$ cat src/rtl/transmit_result.sv
// -----------------------------------------------------------------------------
// transmit_result
//
// UART transmitter for the calculator's result path. It takes an 8-nibble
// result word on a one-cycle send request, drops leading zero nibbles, and
// sends each remaining nibble as an ASCII hex character on txd. Framing is
// 8N1 at a fixed baud of clk / BAUD_DIV. Bytes follow each other back-to-back
// with no idle gap.
//
// Build option:
//   TX_CRLF_EN - when defined, 0x0D then 0x0A follow the last digit byte
//                before the sequence completes.
//
// Parameters:
//   BAUD_DIV   - clock cycles per UART bit (>= 2)
//   NUM_DIGITS - nibbles in the digits word (fixed at 8)
//
// Ports:
//   clk    in   system clock
//   reset  in   asynchronous, active-high reset
//   send   in   one-cycle request, sampled only while idle
//   digits in   [31:28] most significant nibble .. [3:0] least significant
//   busy   out  high from the cycle after an accepted send until completion
//   done   out  one-cycle pulse after the final stop bit
//   txd    out  registered serial output, idle high
// -----------------------------------------------------------------------------
module transmit_result #(
   parameter int BAUD_DIV   = 5208,
   parameter int NUM_DIGITS = 8
) (
   input  logic        clk,
   input  logic        reset,
   input  logic        send,
   input  logic [31:0] digits,
   output logic        busy,
   output logic        done,
   output logic        txd
);

   localparam int CW = (BAUD_DIV > 1) ? $clog2(BAUD_DIV) : 1;
   localparam logic [CW-1:0] BAUD_LAST = CW'(BAUD_DIV - 1);

   typedef enum logic [2:0] {
      IDLE  = 3'd0,
      START = 3'd1,
      DATA  = 3'd2,
      STOP  = 3'd3,
      DONE  = 3'd4
   } state_t;

   state_t          state_r;
   logic [31:0]     word_r;
   logic [2:0]      ptr_r;
   logic [2:0]      bit_r;
   logic [CW-1:0]   baud_r;
   logic [7:0]      tx_byte_s;
   logic            baud_end_s;
`ifdef TX_CRLF_EN
   // 0 = digit bytes, 1 = carriage return, 2 = line feed
   logic [1:0]      tail_r;
`endif

   // Hex nibble to ASCII: 0-9 -> '0'-'9', A-F -> 'A'-'F'
   function automatic logic [7:0] nibble_ascii(input logic [3:0] n);
      logic [7:0] c;
      if (n < 4'd10) begin
         c = {4'h3, n};
      end else begin
         c = {4'h4, n - 4'd9};
      end
      return c;
   endfunction

   // Index of the most significant non-zero nibble; 0 when the word is zero
   function automatic logic [2:0] first_digit(input logic [31:0] w);
      logic [2:0] idx;
      idx = 3'd0;
      for (int i = 0; i < NUM_DIGITS; i++) begin
         if (w[i*4 +: 4] != 4'd0) begin
            idx = 3'(i);
         end else begin
            idx = idx;
         end
      end
      return idx;
   endfunction

   // Byte currently being framed, selected from the latched word (or CR/LF)
   always_comb begin
      tx_byte_s = nibble_ascii(word_r[{ptr_r, 2'b00} +: 4]);
`ifdef TX_CRLF_EN
      case (tail_r)
         2'd1:    tx_byte_s = 8'h0D;
         2'd2:    tx_byte_s = 8'h0A;
         default: tx_byte_s = nibble_ascii(word_r[{ptr_r, 2'b00} +: 4]);
      endcase
`endif
   end

   assign baud_end_s = (baud_r == BAUD_LAST);

   // Transmit FSM; txd, busy and done are all updated here so they stay registered
   always_ff @(posedge clk or posedge reset) begin
      if (reset) begin
         state_r <= IDLE;
         word_r  <= 32'd0;
         ptr_r   <= 3'd0;
         bit_r   <= 3'd0;
         baud_r  <= CW'(0);
         busy    <= 1'b0;
         done    <= 1'b0;
         txd     <= 1'b1;
`ifdef TX_CRLF_EN
         tail_r  <= 2'd0;
`endif
      end else begin
         case (state_r)
            IDLE: begin
               done <= 1'b0;
               txd  <= 1'b1;
               if (send) begin
                  word_r  <= digits;
                  ptr_r   <= first_digit(digits);
                  bit_r   <= 3'd0;
                  baud_r  <= CW'(0);
                  busy    <= 1'b1;
                  txd     <= 1'b0;   // start bit begins on the accepting edge
                  state_r <= START;
`ifdef TX_CRLF_EN
                  tail_r  <= 2'd0;
`endif
               end else begin
                  busy <= 1'b0;
               end
            end

            START: begin
               if (baud_end_s) begin
                  baud_r  <= CW'(0);
                  txd     <= tx_byte_s[0];
                  state_r <= DATA;
               end else begin
                  baud_r <= baud_r + CW'(1);
               end
            end

            DATA: begin
               if (baud_end_s) begin
                  baud_r <= CW'(0);
                  if (bit_r == 3'd7) begin
                     bit_r   <= 3'd0;
                     txd     <= 1'b1;
                     state_r <= STOP;
                  end else begin
                     bit_r <= bit_r + 3'd1;
                     txd   <= tx_byte_s[bit_r + 3'd1];
                  end
               end else begin
                  baud_r <= baud_r + CW'(1);
               end
            end

            STOP: begin
               if (baud_end_s) begin
                  baud_r <= CW'(0);
                  if (ptr_r != 3'd0) begin
                     // more digits: next start bit immediately, no idle gap
                     ptr_r   <= ptr_r - 3'd1;
                     txd     <= 1'b0;
                     state_r <= START;
`ifdef TX_CRLF_EN
                  end else if (tail_r != 2'd2) begin
                     tail_r  <= tail_r + 2'd1;
                     txd     <= 1'b0;
                     state_r <= START;
`endif
                  end else begin
                     busy    <= 1'b0;
                     done    <= 1'b1;
                     txd     <= 1'b1;
                     state_r <= DONE;
                  end
               end else begin
                  baud_r <= baud_r + CW'(1);
               end
            end

            DONE: begin
               // send is deliberately ignored in this cycle
               busy    <= 1'b0;
               done    <= 1'b0;
               txd     <= 1'b1;
               state_r <= IDLE;
            end

            default: begin
               busy    <= 1'b0;
               done    <= 1'b0;
               txd     <= 1'b1;
               baud_r  <= CW'(0);
               bit_r   <= 3'd0;
               ptr_r   <= 3'd0;
               state_r <= IDLE;
            end
         endcase
      end
   end

endmodule
$ cat config.mk
export PLATFORM = sky130hd
export DESIGN_NAME = transmit_result
export DESIGN_NICKNAME = d
export VERILOG_FILES = /design/src/rtl/transmit_result.sv
export SDC_FILE = /design/constraint.sdc
export NUM_CORES = 1
export LEC_CHECK = 0
export ABC_AREA = 1
export CAP_MARGIN = 25
export CELL_PAD_IN_SITES_DETAIL_PLACEMENT = 1
export CELL_PAD_IN_SITES_GLOBAL_PLACEMENT = 2
export CORE_MARGIN = 5
export CORE_UTILIZATION = 38
export CTS_CLUSTER_SIZE = 24
export DETAILED_ROUTE_END_ITERATION = 8
export DONT_BUFFER_PORTS = 1
export PLACE_DENSITY = 0.88
export SKIP_CTS_REPAIR_TIMING = 1
export SLEW_MARGIN = 15
export SYNTH_ARGS = -nofsm -noshare
export SYNTH_HDL_FRONTEND = slang
export SYNTH_SLANG_ARGS = --single-unit
$ cat constraint.sdc
create_clock -name clk -period 2.3 [get_ports clk]
set_input_delay 0.115 -clock clk [delete_from_list [all_inputs] [get_ports clk]]
set_output_delay 0.115 -clock clk [all_outputs]
set_load 0.01 [all_outputs]
==> impl_results.md <==
- Via density: slightly above 5
- Die Area: roughly 10000 µm²
- Top cells by area, synth: dfrtp_1 44%, nand2_1 7.9%, inv_1 6.0%
- Final Cycle Share: 0.8968
- Clock Path Buffers: 2
- Grt ovf: 0
- Hold depth: 2
- Critical path required time: 2580 ps
- Final worst-path setup slack: 237.2 ps
- Via Count: between 2000 and 3000
- Gr usage total: 0.1783
- TritonCTS buffer count: 9
- Max Freq: 484.8 MHz
- Area share of fa/ha/maj cells after synthesis: 0.02364
- Yosys warnings: 0
- Clk_lat worst skew: 340 ps
- Compound-Gate Fraction of Synth Area: 0.1355
- Layout cells sized above 1: 0.1393
- Sequential share of power: 0.329
- Cells after synthesis: around 390
- Vias in the first global route: 2837
- Inserted Diodes: 0
- Io pins: 38
- Clk sink count: 57
- Slew @ Worst Pin: ~550 ps
- Worst slack, placed: -30.22 ps
- Clock slew at reported path FFs: around 60 ps
- Post-synthesis mux area share: 0.03191
- Worst r2r dst: txd
- Layout Nets: 475
- Antenna violations before repair: 0
- Post-route antenna net violation count: 0
- Crit path kind: reg -> reg
- Root Driver: clkbuf_8
- Netlist cell types: 43
- Largest family of logic cells by synthesized area: simple AND/OR/NAND/NOR gates
- Area of the multi-input gates: 1446 µm²
- Worst Hold End: baud_r[1]
- Max VDD drop: 0.0005801 V
- Post-Syn Area: 3176 µm²
- Part of the power in combinational logic: 0.476
- Clock skew: 8.210 ps
- First-pass GRT wire length: 14340 µm
- DR pass1 iterations: 4
- Slew Viols, Final: 0
- Most frequent cell after synthesis: nand2_1
- WL/cell: 16.13 µm
- Clock share of power: 0.195
- Outcome: complete, no violations
- CTS tree: yes
- DP HPWL: 6244 µm
- Top FF cell, synth: dfrtp_1
- Worst Hold Launch: send
- Number of synthesized flops with an enable pin: 0
- Die W: 101.4 µm
- Critical Path Fanout Max: 11
- Critical Path End Type: register
- Die height: about 100 µm
- Register area: 1433 µm²
- PortBufs: 0
- # DRC: 0
- Routability Congestion: approximately 0.83
- #FFs+latches synth: between 50 and 60
- Final min period: 2063 ps
- Pint: about 2.9 mW
- Largest net degree at the start of global routing: 36
- Htree depth: 3
- Register area share after synthesis: 0.4496
- Row count: 33
- Power per cell area: 1340 nW/µm²
- Final Hold Fails: 0
- Critical Path Start Type: register
- Psw: between 2 and 2.5 mW
- Hold Path Class: in -> reg
- DRT Wirelength: around 9000 µm
- Max_cap viols: 0
- Core area: 8175 µm²
- Avg Inst Size Synth: 8.163 µm²
- Area leader, netlist: dfrtp_1
- Post-synthesis xor/xnor area fraction: 0.008274
- Reg2Reg Depth: 16
- Final count of negative-setup-slack endpoints: 0
- Critical Path AT: 2340 ps
- Yosys top cell area share: 0.4413
- Post-synth top cells: 67 x nand2_1, 56 x dfrtp_1, 51 x inv_1, 41 x nor2_1, 32 x a21oi_1
- Min Hold Slack: 60.15 ps
- Fillcell total: between 900 and 1000
- R2R Path Start: ptr_r[1]
- Setup TNS: 0 ps
- Finished Cell Area: 3870 µm²
- Ys async rst share: 1.000
- R2r setup slk: ~240 ps
- Fin util: 0.4734
- Placement Cell Area: between 3000 and 4000 µm²
- DR iter-0 viols: approximately 130
- Syn_nets: 430
- Initial core utilization: 0.3884
- Sw frac: 0.4337
- RSZ-0062 raised after global routing: false
- Post-Synth Simple-Gate Area: 0.2561
- Layout area overhead: 21.87%
- Leak pwr: approximately 1.8 nW
- Worst relative slew slack: 0.6271
-- power by group through the flow --
stage	Sequential [mW]	Clock [mW]	Combinational [mW]
after floorplan	1.57	0	1.99
after global placement	1.71	0	2.29
after detailed placement	1.73	0	2.39
after CTS	1.71	1.05	2.40
after global routing	1.75	1.09	2.86
final	1.71	1.01	2.47
-- cell type report --
class,count,area share
multi-input combinational,265,0.3737
tap,105,0.03395
clock buffer,13,0.04623
sequential,57,0.3702
timing repair buffer,43,0.1086
inverter,58,0.05820
clock inverter,2,0.009053
-- flip-flops by register name (all words and copies together), names as in the netlist --
signal   count
busy         1
done         1
txd          1
baud_r      13
state_r      3
word_r      32
ptr_r        3
bit_r        3
-- stage by stage --
step / total power, mW / cells
2_1_floorplan: 3.565 / 389
3_3_place_gp: 4.002 / 492
3_5_place_dp: 4.113 / 492
4_1_cts: 5.159 / 507
5_1_grt: 5.693 / 543
6_report: 5.187 / 543
-- worst max path at each step --
stage               startpoint   to  slack, ps  cells past startpoint
floorplan             ptr_r[0]  txd        440                     19
global placement      ptr_r[0]  txd        100                     16
detailed placement    ptr_r[0]  txd        -30                     16
CTS                   ptr_r[0]  txd        -50                     16
global route          ptr_r[1]  txd          8                     16
finish                ptr_r[1]  txd        240                     16
-- layout by cell type (no fill, tap or decap), types with 5 or more instances in the layout --
cell type / n
o21ai_1: 6
buf_4: 8
nand2_2: 7
nor3_1: 5
nand2_1: 67
inv_1: 50
inv_2: 7
dlygate4sd3_1: 34
nor4_1: 8
mux2_2: 6
ha_1: 6
nor2_1: 41
nand3_1: 27
a21oi_1: 32
dfrtp_1: 54
clkbuf_8: 13
o21ai_0: 20
-- worst max-delay path: stages, from the launching register on --
cell and delay [ps]:
dfrtp_2 490, inv_2 210, o211ai_1 120, nand2_1 80, nand2_1 50, nand2_1 90, inv_1 70, ha_1 280
inv_1 60, nand3_1 60, nand2_1 60, nand2_1 40, nand3_1 70, nand3_1 60, nand2_1 60, nand2_1 50
a21oi_2 120
-- logic make-up (layout without fill, tap and decap cells) --
group / after synthesis / count (layout)
compound gates: 76 / 76
xor+xnor: 3 / 3
fa+ha+maj: 6 / 6
buf+inv: 67 / 116
flops: 57 / 57
mux: 9 / 9
simple gates: 171 / 171
-- per-layer routing --
metal / up-vias / GRT usage / share of wire
met4: 0 / 0.05215 / 0.013
met3: 13 / 0.04408 / 0.035
met5: - / 0 / 0
li1: 1379 / - / -
met2: 36 / 0.2716 / 0.48
met1: 1349 / 0.2519 / 0.47
Power figures use the tool's default switching activity.
